### src/rtl/qsys_resp_slave.sv
// Avalon-style read responder: queues accepted reads, returns {SRC_ID, DST_ID, tag}
// after a minimum latency with response spacing, optional periodic stall.
module qsys_resp_slave #(
    parameter int unsigned WIDTH         = 32,
    parameter logic [7:0]  SRC_ID        = 8'd1,
    parameter logic [7:0]  DST_ID        = 8'd2,
    parameter int unsigned ADDR_WIDTH    = 32,
    parameter int unsigned LATENCY       = 2,
    parameter int unsigned DEPTH         = 4,
    parameter int unsigned RESP_INTERVAL = 1,
    parameter int unsigned STALL_PERIOD  = 0
) (
    input  logic                  clk,
    input  logic                  rst,
    input  logic [ADDR_WIDTH-1:0] address,
    input  logic                  read,
    input  logic                  write,
    input  logic [WIDTH-1:0]      writedata,
    output logic [WIDTH-1:0]      readdata,
    output logic                  readdatavalid,
    output logic                  waitrequest,
    output logic [15:0]           rd_count,
    output logic [15:0]           wr_count,
    output logic                  err
);

    localparam int unsigned PW = $clog2(DEPTH);
    localparam int unsigned TW = WIDTH - 16;
    localparam int unsigned SW = (STALL_PERIOD > 1) ? $clog2(STALL_PERIOD) : 1;
    localparam logic [SW-1:0] STALL_LAST = SW'((STALL_PERIOD > 0) ? STALL_PERIOD - 1 : 0);
    localparam logic [3:0] MAX_AGE    = 4'(LATENCY);
    localparam logic [3:0] GAP_RELOAD = 4'(RESP_INTERVAL - 1);

    logic [15:0]   tag_mem [DEPTH];
    logic [3:0]    age_mem [DEPTH];
    logic [PW-1:0] rd_ptr;
    logic [PW-1:0] wr_ptr;
    logic [PW:0]   occupancy;
    logic [3:0]    gap;
    logic [SW-1:0] stall_cnt;
    logic [15:0]   next_tag;
    logic          stall;
    logic          full;
    logic          push;
    logic          wr_acc;
    logic          age_ok;
    logic          pop;
    logic          unused_inputs;

    assign unused_inputs = ^{address, writedata};

    // Backpressure depends on registered state only.
    assign stall       = (STALL_PERIOD != 0) && (stall_cnt == STALL_LAST);
    assign full        = (occupancy == (PW + 1)'(DEPTH));
    assign waitrequest = full || stall;

    // A simultaneous read+write accepts the read and drops the write.
    assign push   = read && !waitrequest;
    assign wr_acc = write && !read && !waitrequest;

    // Popping in cycle p shows readdatavalid in p+1, and the head entry was
    // written one edge after acceptance, hence the +2.
    assign age_ok = (5'(age_mem[rd_ptr]) + 5'd2) >= 5'(LATENCY);
    assign pop    = (occupancy != '0) && age_ok && (gap == 4'd0);

    always_ff @(posedge clk) begin
        if (push) begin
            tag_mem[wr_ptr] <= next_tag;
        end
    end

    // Every slot ages each cycle; a fresh push restarts its slot at zero.
    always_ff @(posedge clk) begin
        for (int i = 0; i < DEPTH; i++) begin
            if (rst) begin
                age_mem[i] <= 4'd0;
            end else if (push && (wr_ptr == PW'(i))) begin
                age_mem[i] <= 4'd0;
            end else if (age_mem[i] != MAX_AGE) begin
                age_mem[i] <= age_mem[i] + 4'd1;
            end
        end
    end

    always_ff @(posedge clk) begin
        if (rst) begin
            rd_ptr    <= '0;
            wr_ptr    <= '0;
            occupancy <= '0;
            next_tag  <= 16'd1;
        end else begin
            if (push) begin
                wr_ptr   <= wr_ptr + PW'(1);
                next_tag <= next_tag + 16'd1;
            end
            if (pop) begin
                rd_ptr <= rd_ptr + PW'(1);
            end
            case ({push, pop})
                2'b10:   occupancy <= occupancy + (PW + 1)'(1);
                2'b01:   occupancy <= occupancy - (PW + 1)'(1);
                default: occupancy <= occupancy;
            endcase
        end
    end

    // Response spacing and free-running stall phase.
    always_ff @(posedge clk) begin
        if (rst) begin
            gap       <= 4'd0;
            stall_cnt <= '0;
        end else begin
            if (pop) begin
                gap <= GAP_RELOAD;
            end else if (gap != 4'd0) begin
                gap <= gap - 4'd1;
            end
            if ((STALL_PERIOD == 0) || (stall_cnt == STALL_LAST)) begin
                stall_cnt <= '0;
            end else begin
                stall_cnt <= stall_cnt + SW'(1);
            end
        end
    end

    always_ff @(posedge clk) begin
        if (rst) begin
            readdatavalid <= 1'b0;
            readdata      <= '0;
            rd_count      <= 16'd0;
            wr_count      <= 16'd0;
            err           <= 1'b0;
        end else begin
            readdatavalid <= pop;
            if (pop) begin
                readdata <= {SRC_ID, DST_ID, TW'(tag_mem[rd_ptr])};
            end
            if (push) begin
                rd_count <= rd_count + 16'd1;
            end
            if (wr_acc) begin
                wr_count <= wr_count + 16'd1;
            end
            if (read && write && !waitrequest) begin
                err <= 1'b1;
            end
        end
    end

endmodule

### config.mk
export PLATFORM = sky130hd
export DESIGN_NAME = qsys_resp_slave
export DESIGN_NICKNAME = d
export VERILOG_FILES = /design/src/rtl/qsys_resp_slave.sv
export SDC_FILE = /design/constraint.sdc
export NUM_CORES = 1
export LEC_CHECK = 0
export ABC_AREA = 1
export BUFFER_PORTS_ARGS = -buffer_cell sky130_fd_sc_hd__buf_2
export CELL_PAD_IN_SITES_DETAIL_PLACEMENT = 1
export CELL_PAD_IN_SITES_GLOBAL_PLACEMENT = 2
export CORE_MARGIN = 2
export CORE_UTILIZATION = 30
export DETAILED_ROUTE_END_ITERATION = 12
export PLACE_DENSITY_LB_ADDON = 0.1
export SETUP_SLACK_MARGIN = 0.4
export SLEW_MARGIN = 20
export SYNTH_ARGS = -nofsm -noshare
export SYNTH_HDL_FRONTEND = slang
export SYNTH_SLANG_ARGS = --single-unit
### constraint.sdc
create_clock -name clk -period 2.5 [get_ports clk]
set_input_delay 0.5 -clock clk [delete_from_list [all_inputs] [get_ports clk]]
set_output_delay 0.5 -clock clk [all_outputs]
set_load 0.1 [all_outputs]
* Word level (Yosys, flattened, before mapping) *
Memory sizes are Yosys's and may differ from the RTL's. A register that Yosys moved wholly into a read port is not among the register bits.
Index checks and enable logic that the tools add are counted.

storage, ports and cells
  memory bits (read-only) = 0
  word-level logic and storage cells = 106
  bits of input ports = 68
  memory bits (writable) = 80
  output and inout bits = 67
  bits in latches = 0
  register bits after elaboration = 78
  memories = 2

memories
  memory   depth  bits a word  read ports  clocked after memory_dff  wr ports  line  source
  tag_mem  4      16           1           1                         1         34    logic [15:0] tag_mem [DEPTH];
  age_mem  4      4            5           1                         4         35    logic [3:0] age_mem [DEPTH];

cells by class
  order comparisons = 1
  multiply operators = 0
  bitwise gates (word level) = 8
  reductions and logical operators = 19
  equal/unequal tests = 10
  divide/modulo/power cells = 0
  shift operators = 0
  add/sub/neg operators = 13
  multiplexer cells = 43

operators with widths
  operator                                                            count
  adder 16 x 1 -> 16 bit (second input constant)                      3
  two-way mux 1 bit                                                   32
  two-way mux 4 bit                                                   8
  adder 4 x 1 -> 4 bit (second input constant)                        4
  != test 4 x 2 -> 1 bit (second input constant)                      4
  logical AND 1 bit                                                   11
  OR 1 bit                                                            8
  == test 2 bit (second input constant)                               3
  case mux 3 bit (2 select lines)                                     1
  adder 4 x 2 -> 5 bit (second input constant)                        1
  greater-or-equal comparator 5 x 2 -> 1 bit (second input constant)  1
  adder 2 x 1 -> 2 bit (second input constant)                        2
  == test 2 x 1 -> 1 bit (second input constant)                      2
  logical NOT 4 bit                                                   1
  two-way mux 2 bit                                                   2
  nonzero test 4 bit                                                  1
  subtractor 4 x 1 -> 4 bit (second input constant)                   1
  adder 3 x 1 -> 3 bit (second input constant)                        1
  == test 3 bit (second input constant)                               1
  nonzero test 3 bit                                                  1
  subtractor 3 x 1 -> 3 bit (second input constant)                   1
  logical NOT 1 bit                                                   2
  logical NOT 2 bit                                                   1
  nonzero test 2 bit                                                  1
  OR reduction 2 bit                                                  1

* Longest topological paths before layout *
Gate-level depths: netlist of the first run.

  word-level depth = 9
  gate-level depth with buffers = 20
  mapped depth without buffers = 18

* Least setup slack after synthesis of the first run *
Ideal clock, no wire load.

  path type = reg-to-reg
  from = register with a tool-made name
  to = register occupancy[2]
  clock period less this slack = 2.608 ns
  path buffers = 2
  stages on the path, launching flop included = 21
  slack = -0.108 ns
  setup time = 0.122 ns
  required time = 2.378 ns
  arrival = 2.486 ns
  cells stage by stage = dfxtp_1 buf_6 inv_6 nand2_1 nand3_1 nand2_1 inv_1 ha_1 a21oi_1 nand3_1 nand2_2 nand2_4 buf_6 inv_2 ha_1 inv_1 fa_1 a21oi_1 o21ai_0 o21ai_0 a21oi_1

RTL lines
  element                 line  source
  end signal: assignment  100   2'b10: occupancy <= occupancy + (PW + 1)'(1);
  end signal: assignment  101   2'b01: occupancy <= occupancy - (PW + 1)'(1);
  end signal: assignment  102   default: occupancy <= occupancy;
  end: declaration        38    logic [PW:0] occupancy;

==> results of run 1 <==
state kept, by name (all words and copies together) (netlist names), named ones only:
name	cells
tag_mem	64
readdata	17
age_mem	16
next_tag	16
rd_count	16
wr_count	16
gap	4
occupancy	3
rd_ptr	2
wr_ptr	2
err	1
readdatavalid	1
metrics by stage:
stage,power [mW],hold WS [ns]
after floorplan,6.33,0.459
after global placement,7.05,0.435
after detailed placement,7.16,0.447
after CTS,10.3,0.317
after global routing,11.1,0.338
final,10.5,0.333
power by group:
group	switching [mW]	total, mW	leakage, nW	internal [mW]
logic	2.89	4.24	1.92	1.36
registers	0.343	3.54	1.44	3.20
clock network	1.11	2.70	0.292	1.59
final cells by class:
type,instances,area [um2],area share
clock buffers,17,425,0.0473
clock inverters,15,183,0.0203
inverters,85,329,0.0366
multi-input cells,533,2910,0.324
flip-flops and latches,160,4020,0.446
well taps,324,405,0.0450
repair buffers,104,728,0.0809
critical path, stage by stage (launching register included):
cell and delay [ns]:
dfxtp_4 0.40, inv_6 0.05, nand2_2 0.06, nand3_2 0.06
nand2_2 0.09, inv_2 0.05, ha_4 0.23, a21oi_2 0.09
nand3_1 0.09, nand2_2 0.12, nand2_4 0.07, inv_4 0.06
ha_4 0.12, inv_4 0.03, fa_2 0.35, a21oi_2 0.14
o21ai_2 0.08, o21ai_1 0.15, a21oi_1 0.06
layout by cell type, fill, tap and decap left out, types with 16 or more instances in the layout:
cell type  Yosys  final
nor2_1        82     82
inv_1         81     75
nand2_2        4     22
a21oi_1       59     57
nand3_2       12     16
a32oi_1       16     16
dfxtp_1       80     72
ha_1          19     17
clkbuf_16      0     17
nand2_1      189    165
nor3_1        17     17
edfxtp_1      80     80
o21ai_0       31     28
nand3_1       41     36
buf_2          5     55
buf_4         15     39
timing repair:
action / CTS / global route
cloned: 1 / 0
buffers inserted: 16 / 6
resized for setup: 23 / 36
pin swaps: 11 / 16
endpoints found under the setup margin: 37 / 35
path summary, 6_finish.rpt:
kind,start,end,cells after the start
setup / recovery,flip-flop,occupancy[2],18
hold / removal,write,err,3
setup reg to reg,flip-flop,occupancy[2],18
hold reg to reg,rd_count[3],rd_count[3],1
kinds of logic after synthesis:
| kind of cell | after synthesis |
|---|---|
| and+or+nand+nor | 360 |
| DFF | 160 |
| xor gates and xnor gates | 19 |
| muxes | 1 |
| AOI/OAI and AO/OA | 119 |
| buffers and inverters | 127 |
| adders and majority gates | 20 |
| other | 1 |
layer usage:
layer	up-vias	track usage	part of all wire
li1	2838	-	-
met1	2759	0.183	0.45
met2	82	0.274	0.51
met3	14	0.0229	0.024
met4	0	0.0471	0.011
met5	-	0	0
==> results.md, run 1 <==
- After synthesis, the cell types taking the most area are edfxtp_1 (33%), dfxtp_1 (22%), nand2_1 (9.7%).
- The via count is 5693.
- The hold violation count in the final report came to 0.
- The buffer levels on the longest clock path is 2.
- The clock-pin slew on the worst setup and hold paths is 0.07 ns.
- Of the total synthesized cell area, the portion taken by AND, OR, NAND and NOR gates is 0.214.
- The peak supply drop is 0.597 mV.
- The number of vias per cell after detailed routing is 4.60.
- The number of nets in the layout is 989.
- The synthesized design contains 80 enable-type register cells.
- In this run the remaining antenna-violating nets after routing total 0.
- The global-route total usage across every layer is 0.151.
- The clock root buffer is clkbuf_16.
- The die is 160 um wide.
- The slack of the critical path is 0.0716 ns.
- The number of filler instances in the final layout is 2823.
- Summing all placed instances gives a cell area of 8010 um2.
- The startpoint class of the critical path is a flip-flop.
- nand2_1 is the most common cell in the netlist.
- From synthesis to final layout, the design area changed by 23.6%.
- The count of antenna diodes in the layout is 0.
- Of the synthesized area, sequential elements account for 0.550.
- Adding up every negative setup slack in the final design gives 0 ns.
- STA puts the critical path data required time at 2.80 ns.
- The clock period minus worst slack is 2.43 ns.
- The slack of the worst reg-to-reg path is 0.07 ns.
- After the flow finishes, the layout carries non-filler instances totaling 1238.
- After synthesis the cells add up to 7280 um2.
- The power density over cell area is 1160 nW/um2.
- The number of storage elements in the synthesis netlist is 160.
- The placement-stage worst setup slack is -0.0835 ns.
- The average footprint of a synthesized cell is 9.02 um2.
- The actual transition at the worst max-transition pin is 0.679 ns.
- Max-cap violations in this run came to 0.
- After detailed routing, the average wire length per cell comes to 15.1 um.
- The synthesis warning total is 0.
- The type of the setup path with the least slack is flip-flop to flip-flop.
- At the worst endpoint, the arrival time is 2.73 ns.
- Setup repair after global routing could not meet its margin everywhere.
- The worst setup path is captured at a flip-flop.
- The multiplexer share of the synthesized area is 0.00137.
- After synthesis, the netlist uses 42 different library cells.
- The number of buffers inserted during clock tree synthesis is 17.
- The quantity of I/O buffers inserted on ports is 56.
- In the finished design, the share of the clock period the worst path needs comes to 0.971.
- The first global-routing pass estimated 30.7 mm of wire.
- Entering global routing, the biggest net connects 53 pins.
- The number of max-slew violations in the final report is 0.
- The total of hold buffers inserted after clock tree synthesis is 0.
- The number of placed cells counting well taps is 1183.
- The detailed-routing iteration count for the pre-antenna-repair pass is 4.
- The die covers 25500 um2.
- For this run, the leading register cell type out of synthesis is edfxtp_1.
- The clock skew after layout is 0.0126 ns.
- The path class of the lowest-slack min-delay path is primary input to flip-flop.
- The fraction of registers with async set or reset after synthesis is 0.
- After technology mapping, the gate count stands at 807.
- The initial utilization of the core area, before any placement, comes to 0.302.
- The number of primary I/O pins is 135.
- Of all nets on the critical path, the largest fanout is 6.
- The total wire length after detailed routing is 18.7 mm.
- The site row count is 57.
- The later pin in the worst-skew pair is clocked with a latency of 0.42 ns.
- The fraction of the mapped netlist area in compound gates is 0.0960.
- The H-tree depth is 4.
- The core occupancy in the finished layout is 0.373.
- Summed over all layers, the global routing overflow is 0.
- Setup violations remaining at the end of the flow were counted as 0.
- The parity-gate share of the synthesized area counting xor and xnor cells is 0.0229.
- After synthesis, the largest family of logic cells by area is simple AND/OR/NAND/NOR gates.
- The share of synthesized area in the top cell type comes to 0.330.
- The highest attainable clock frequency is 0.412 GHz.
- The adder-cell area share of the yosys netlist is 0.0354.
- The number of design rule violations left after detail routing is 0.
- After the first detailed-routing iteration, the DRC count stood at 178.
- Of the cells placed in the final design, the portion with a size suffix greater than 1 is 0.231.
- The cell type with the highest aggregate area in the netlist is edfxtp_1.
- The leakage power summed over all cells is 3.66 nW.
- The detailed placement HPWL is 12.5 mm.
- Measured against its own limit, the worst slew margin works out to 0.546.
- The finished cells cover 9000 um2.
- At the end of routability-driven placement, the weighted congestion stood at 0.757.
- The core outline area is 24100 um2.
- The clock net in this run drives a total of 160 sinks.
- The height of the die is 160 um.
- The via count of the first global-routing pass is 6037.
- By count the netlist is led by nand2_1 (189), nor2_1 (82), inv_1 (81).
- The flow ran to the end, and the final reports show no timing, DRC or antenna violations.
- The number of antenna violations at the first check in global routing came to 0.
- The CTS tree is yes.
Power figures use the tool's default switching activity.
==> run 2, diff against run 1 <==
- CORE_UTILIZATION: 30 -> 34
- clock period: 2.5 -> 2.4 ns (I/O delays scaled with it)
==> run 2 against run 1 <==
Net effect:
- the run now ends with setup timing left
- clock power is 4% lower
- global-route usage is 1.4 points higher
- final cell count is 4.7% lower
- power is 2.3% lower
- hold slack worse by 0.025 ns
- highest routed layer unchanged
- first-iteration DRC count is 10% higher
- sequential power is 2% higher
- maximum frequency is 0.12% lower
- critical path depth stayed put
==> results.md, run 2 (same netlist as run 1, synthesis figures left out) <==
- The flow ran to the end, but the final reports show violations.
- The final reports fail on setup timing.
- The final weighted congestion in routability-driven placement came to 0.802 (+6.0%).
- The number of placed cells counting well taps is 1142 (-3.5%).
- The slack of the critical path was -0.0314 ns (-0.103 ns).
- TritonCTS built the clock tree.
- The slack of the worst reg-to-reg path is -0.03 ns (-0.10 ns).
- The number of antenna violations at the first check in global routing came to 0 (unchanged).
- The via count came to 5661 (-0.56%).
- The horizontal die dimension came to 150 um (-5.9%).
- The most common cell after layout, fill and taps aside is nand2_1.
- In this run the critical register-to-register path is captured at occupancy[2].
- The logic depth of the worst register-to-register path is 18 (unchanged).
- The terminating pin of the worst hold path is err.
- The number of sinks driven by the clock tree is 160 (unchanged).
- The global-route total usage across every layer came to 0.164 (+0.0135).
- The via count of the first global-routing pass is 5824 (-3.5%).
- The largest fanout on the critical path is 8 (+2).
- The count of antenna diodes in the layout is 0 (unchanged).
- The H-tree depth is 4 (unchanged).
- The detailed-routing iteration count for the pre-antenna-repair pass is 4 (unchanged).
- The effective utilization at floorplan is 0.346 (+0.0443).
- The clock period minus worst slack is 2.43 ns (+0.00303 ns).
- The total wire length after detailed routing is 18.1 mm (-3.6%).
- Setup repair after global routing could not meet its margin everywhere.
- The hold violation count in the final report is 0 (unchanged).
- The total chip power was 10.2 mW (-2.3%).
- The core outline area was 21000 um2 (-13%).
- The die footprint is 22600 um2 (-11%).
- The largest registers in the layout are tag_mem: 64 flops, readdata: 17 flops.
- The global-route wire length before repair is 29.1 mm (-5.4%).
- The number of flip-flops under the largest register name is 64 (unchanged).
- The buffer levels on the longest clock path is 2 (unchanged).
- Leaving out fill and tap cells, the most frequent cells in the layout are nand2_1 (183), edfxtp_1 (80), nor2_1 (78).
- The clock root buffer is clkbuf_16.
- The number of max-slew violations in the final report is 0 (unchanged).
- The endpoint arrival time on the critical path is 2.75 ns (+0.02 ns).
- The share of cells above drive strength 1 is 0.206 (-0.0253).
- The detailed placement HPWL is 12.5 mm (-0.11%).
- The number of nets in the layout came to 980 (-0.91%).
- The site row count is 53 (-7.0%).
- The number of buffers inserted during clock tree synthesis is 17 (unchanged).
- The remaining global-route overflow is 0 (unchanged).
- The clock-pin slew on the worst setup and hold paths is 0.07 ns (about the same).
- The required time reported for the critical path endpoint is 2.71 ns (-0.09 ns).
- The smallest hold slack is 0.308 ns (-0.0249 ns).
- The worst setup path is of the flip-flop to flip-flop kind.
- The total of endpoints with negative setup slack in the final report is 1 (+1).
- The power density over cell area was 1180 nW/um2 (+1.5%).
- The startpoint of the tightest hold check path is write.
- The number of primary I/O pins is 135 (unchanged).
- The number of vias per cell after detailed routing was 4.80 (+4.3%).
- The startpoint class of the critical path is a flip-flop.
- The register with the most flip-flops is tag_mem.
- The final clock period utilization by the worst path came to 1.01 (+0.0417).
- The clock skew after layout is 0.00723 ns (-0.00536 ns).
- The number of max-capacitance violations reported is 0 (unchanged).
- The path class of the lowest-slack min-delay path is primary input to flip-flop.
- The worst hold path depth came to 3 (unchanged).
- The number of nets with antenna violations after routing came to 0 (unchanged).
- The number of design rule violations left after detail routing is 0 (unchanged).
- The maximum number of pins on one net before global-route repair is 35 (-34%).
- STA classifies the critical path endpoint as a flip-flop.
- The leakage power summed over all cells came to 3.53 nW (-3.4%).
- The height of the die came to 150 um (-5.9%).
- The clock latency on the worst-skew pair is 0.42 ns (about the same).
- The mean routed wirelength per cell was 15.3 um (+1.2%).
- The highest attainable clock frequency came to 0.411 GHz (-0.12%).
- The number of filler instances in the final layout is 2435 (-14%).
- The number of DRC markers after the initial detailed-route iteration is 196 (+10%).
- The post-route non-filler standard cell count is 1180 (-4.7%).
- The quantity of I/O buffers inserted on ports is 56 (unchanged).
- The peak supply drop is 0.475 mV (-20%).
- The layout-stage area growth over the synthesis result is 19.0%.
## run 2: cell types whose count changed in the layout (fill, tap and decap cells not counted), sizes merged
cell | before | now
buf | 104 | 95
bufinv | 3 | 0
clkbuf | 17 | 18
clkinv | 4 | 8
clkinvlp | 3 | 0
inv | 90 | 91
## run 2: worst max-delay path by stage
stage / endpoint / slack (ns) / cells past startpoint
floorplan: occupancy[1] / -0.08 / 19
global placement: occupancy[2] / -0.07 / 18
detailed placement: occupancy[1] / -0.13 / 17
CTS: occupancy[1] / -0.05 / 16
global route: occupancy[2] / -0.19 / 18
finish: occupancy[2] / -0.03 / 18
## run 2: cell type report
type	instances	area, um2	area share
clock buffer	18	439	0.0507
clock inverter	14	124	0.0143
inverter	85	329	0.0380
multi-input combinational	533	2820	0.326
sequential	160	4020	0.464
tap	275	344	0.0397
timing repair buffer	95	592	0.0683
## run 2: critical path, stage by stage (launching register included)
cell and delay [ns]:
dfxtp_4 0.41, inv_6 0.06, nand2_4 0.06, nand3_2 0.08, nand2_2 0.10, inv_2 0.05, ha_4 0.21, a21oi_2 0.10
nand3_1 0.10, nand2_2 0.11, nand2_4 0.06, inv_4 0.07, ha_4 0.13, inv_4 0.03, fa_2 0.35, a21oi_2 0.15
o21ai_2 0.07, o21ai_1 0.13, a21oi_1 0.05
## run 2: power by group
| group | switching [mW] | total (mW) | internal, mW |
|---|---|---|---|
| Clock | 1.19 | 2.58 | 1.39 |
| Combinational | 2.93 | 4.06 | 1.13 |
| Sequential | 0.276 | 3.61 | 3.33 |
| Total | 4.40 | 10.2 | 5.85 |
## run 2: routing by layer
layer  part of all wire  global-route usage  vias up  wire length [um]
met5                  0                   0        -                 0
met4              0.011              0.0505        0               204
met3              0.027              0.0303       15               484
met2               0.50               0.286       77              8990
met1               0.46               0.207     2740              8380
li1                   -                   -     2829                 -
## run 2: what timing repair did
| action | 4_1_cts | 5_1_grt |
|---|---|---|
| gates resized for setup | 9 | 15 |
| setup endpoints to repair | 30 | 43 |
| setup buffers | 3 | 3 |
| hold buffers | 0 | 0 |
| gates cloned | 0 | 0 |
| pin swaps | 10 | 15 |
## run 2: stage by stage
stage | instance area [um2] | utilization | setup WS (ns) | setup TNS (ns)
floorplan | 7360 | - | -0.0804 | -0.149
global placement | 7990 | 0.380 | -0.0697 | -0.138
detailed placement | 7990 | 0.380 | -0.129 | -0.249
CTS | 8600 | 0.409 | -0.0502 | -0.0935
global route | 8670 | 0.412 | -0.188 | -0.310
finish | 8670 | 0.412 | -0.0314 | -0.0314
==> run 3, diff against run 2 <==
- PLACE_DENSITY: not set -> 0.9
- PLACE_DENSITY_LB_ADDON: 0.1 -> not set
- SKIP_LAST_GASP: not set -> 1
==> run 3 against run 2 <==
Net effect:
- the run still ends with setup timing left
- sequential share of layout area fell by 0.66 points
- routed wire length down 6.2%
- critical path depth stayed put
- utilization increased by 0.64 points
- flip-flop and latch count stayed put
- count of clock-buffer cells in the layout is the same
- non-clock buffer count increased by 6
- critical endpoint unchanged
- largest cell class unchanged
==> results.md, run 3 (same netlist as run 1, synthesis figures left out) <==
- The site row count is 53 (unchanged).
- The total wire length after detailed routing is 16.9 mm (-6.2%).
- TritonCTS built the clock tree.
- The clock period minus worst slack is 2.46 ns (+0.0330 ns).
- The buffer levels on the longest clock path came to 2 (unchanged).
- The count of antenna diodes in the layout is 0 (unchanged).
- The H-tree depth came to 4 (unchanged).
- The total of endpoints with negative setup slack in the final report came to 2 (+1).
- The clock latency on the worst-skew pair came to 0.43 ns (about the same).
- The detailed-routing iteration count for the pre-antenna-repair pass came to 4 (unchanged).
- tag_mem holds more flip-flops than any other register.
- The horizontal die dimension came to 150 um (unchanged).
- The flow ran to the end, but the final reports show violations.
- The total of hold buffers inserted after clock tree synthesis is 0 (unchanged).
- The number of buffers inserted during clock tree synthesis was 17 (unchanged).
- The die footprint is 22600 um2 (unchanged).
- The number of flip-flops under the largest register name is 64 (unchanged).
- The via count of the first global-routing pass was 5586 (-4.1%).
- The number of placed cells counting well taps is 1140 (-0.18%).
- The number of design rule violations left after detail routing is 0 (unchanged).
- The clock skew after layout is 0.00942 ns (+0.00219 ns).
- The mean routed wirelength per cell is 14.3 um (-6.7%).
- Relative to the synthesized area, the layout overhead comes to 20.9%.
- The quantity of I/O buffers inserted on ports is 56 (unchanged).
- The number of nets with antenna violations after routing came to 0 (unchanged).
- The endpoint arrival time on the critical path was 2.78 ns (+0.03 ns).
- The placement-stage worst setup slack was -0.123 ns (+0.00617 ns).
- Setup repair after global routing could not meet its margin everywhere.
- The worst hold path depth is 3 (unchanged).
- The path class of the lowest-slack min-delay path is primary input to flip-flop.
- The hold violation count in the final report is 0 (unchanged).
- The highest attainable clock frequency was 0.406 GHz (-1.3%).
- The slack of the critical path is -0.0644 ns (-0.0330 ns).
- The clock-pin slew on the worst setup and hold paths is 0.07 ns (about the same).
- The most common cell after layout, fill and taps aside is nand2_1.
- The post-route non-filler standard cell count is 1186 (+0.51%).
- The largest registers in the layout are tag_mem: 64 flops, readdata: 17 flops.
- The required time reported for the critical path endpoint is 2.72 ns (about the same).
- The cell area after placement is 7970 um2 (-0.19%).
- The leakage power summed over all cells came to 3.59 nW (+1.6%).
- The core outline area is 21000 um2 (unchanged).
- The number of nets in the layout is 986 (+0.61%).
- The number of filler instances in the final layout was 2464 (+1.2%).
- The effective utilization at floorplan is 0.346 (unchanged).
- The number of primary I/O pins is 135 (unchanged).
- The via count is 5581 (-1.4%).
- The area taken by flip-flops and latches is 4020 um2 (about the same).
- The maximum number of pins on one net before global-route repair is 35 (unchanged).
- The number of max-capacitance violations reported is 0 (unchanged).
- The final weighted congestion in routability-driven placement is 0.748 (-6.8%).
- The smallest hold slack is 0.321 ns (+0.0131 ns).
- The number of max-slew violations in the final report came to 0 (unchanged).
- The number of sinks driven by the clock tree is 160 (unchanged).
- The final clock period utilization by the worst path is 1.03 (+0.0137).
- The critical path in this run is classified as flip-flop to flip-flop.
- The checks that failed: setup timing.
- The accumulated negative setup slack is -0.0714 ns (-0.0399 ns).
- The number of antenna violations at the first check in global routing is 0 (unchanged).
- The largest fanout on the critical path was 6 (-2).
- The share of cells above drive strength 1 is 0.213 (+0.00743).
- The global-route wire length before repair was 27.9 mm (-4.1%).
- The power density over cell area is 1190 nW/um2 (+0.88%).
- The peak supply drop is 0.492 mV (+3.6%).
- The total chip power is 10.5 mW (+2.4%).
- The logic depth of the worst register-to-register path is 18 (unchanged).
- The detailed placement HPWL is 11.5 mm (-8.4%).
- The remaining global-route overflow is 0 (unchanged).
- The worst pin sits at a relative slew slack of 0.602.
- The top cell types in the final layout, fill and taps aside, are nand2_1 (181), nor2_1 (82), edfxtp_1 (80).
- The startpoint class of the critical path is a flip-flop.
- The clock root buffer is clkbuf_16.
- The number of vias per cell after detailed routing is 4.71 (-1.9%).
- The global-route total usage across every layer is 0.157 (-0.00729).
- The core occupancy in the finished layout came to 0.419 (+0.00637).
- The number of DRC markers after the initial detailed-route iteration is 280 (+43%).
- The category of the worst setup path capture point is a flip-flop.
- The actual transition at the worst max-transition pin is 0.597 ns.
- The height of the die was 150 um (unchanged).
- The area of the multi-input gates is 2840 um2 (+0.71%).
- The finished layout cell area is 8800 um2 (+1.5%).
-- run 3: cell count changes in the layout (fill, tap and decap cells not counted), sizes merged --
cell,change
buf,+4
clkinv,-4
inv,+3
clkbuf,+2
clkinvlp,+1
-- run 3: path summary, 6_finish.rpt --
kind                from      endpoint  slack, ns
max            flip-flop  occupancy[2]      -0.06
min                write           err       0.32
max reg2reg    flip-flop  occupancy[2]      -0.06
min reg2reg  rd_count[3]   rd_count[3]       0.46
-- run 3: cell type report --
| cell class | instances | share of cell area |
|---|---|---|
| clock inverters | 14 | 0.0178 |
| well taps | 275 | 0.0391 |
| repair buffers | 101 | 0.0763 |
| flip-flops and latches | 160 | 0.457 |
| clock buffers | 18 | 0.0499 |
| multi-input cells | 533 | 0.323 |
| inverters | 85 | 0.0371 |
-- run 3: where the power goes --
part / switching [mW] / total (mW) / internal (mW) / leakage [nW]
clock: 1.24 / 2.67 / 1.43 / 0.290
sequential: 0.306 / 3.64 / 3.34 / 1.44
combinational: 2.91 / 4.19 / 1.27 / 1.86
-- run 3: critical path, cell delays in order (launching register included) --
cell and delay (ns):
dfxtp_4 0.40, inv_6 0.06, nand2_1 0.07, nand3_2 0.08, nand2_2 0.10, inv_2 0.05, ha_4 0.23, a21oi_2 0.10
nand3_1 0.10, nand2_2 0.11, nand2_4 0.06, inv_4 0.06, ha_4 0.11, inv_2 0.04, fa_2 0.36, a21oi_2 0.16
o21ai_2 0.08, o21ai_1 0.13, a21oi_1 0.05
-- run 3: routing by layer --
layer,track usage,vias to the layer above,routed length (um)
li1,-,2833,-
met1,0.193,2656,7690
met2,0.270,78,8350
met3,0.0424,14,709
met4,0.0453,0,191
met5,0,-,0
-- run 3: timing repair --
item                       in CTS  in global routing
setup endpoints to repair      38                 39
resized for setup              13                 22
setup buffers                   9                  4
gates cloned                    0                  1
pin swaps                       7                  5
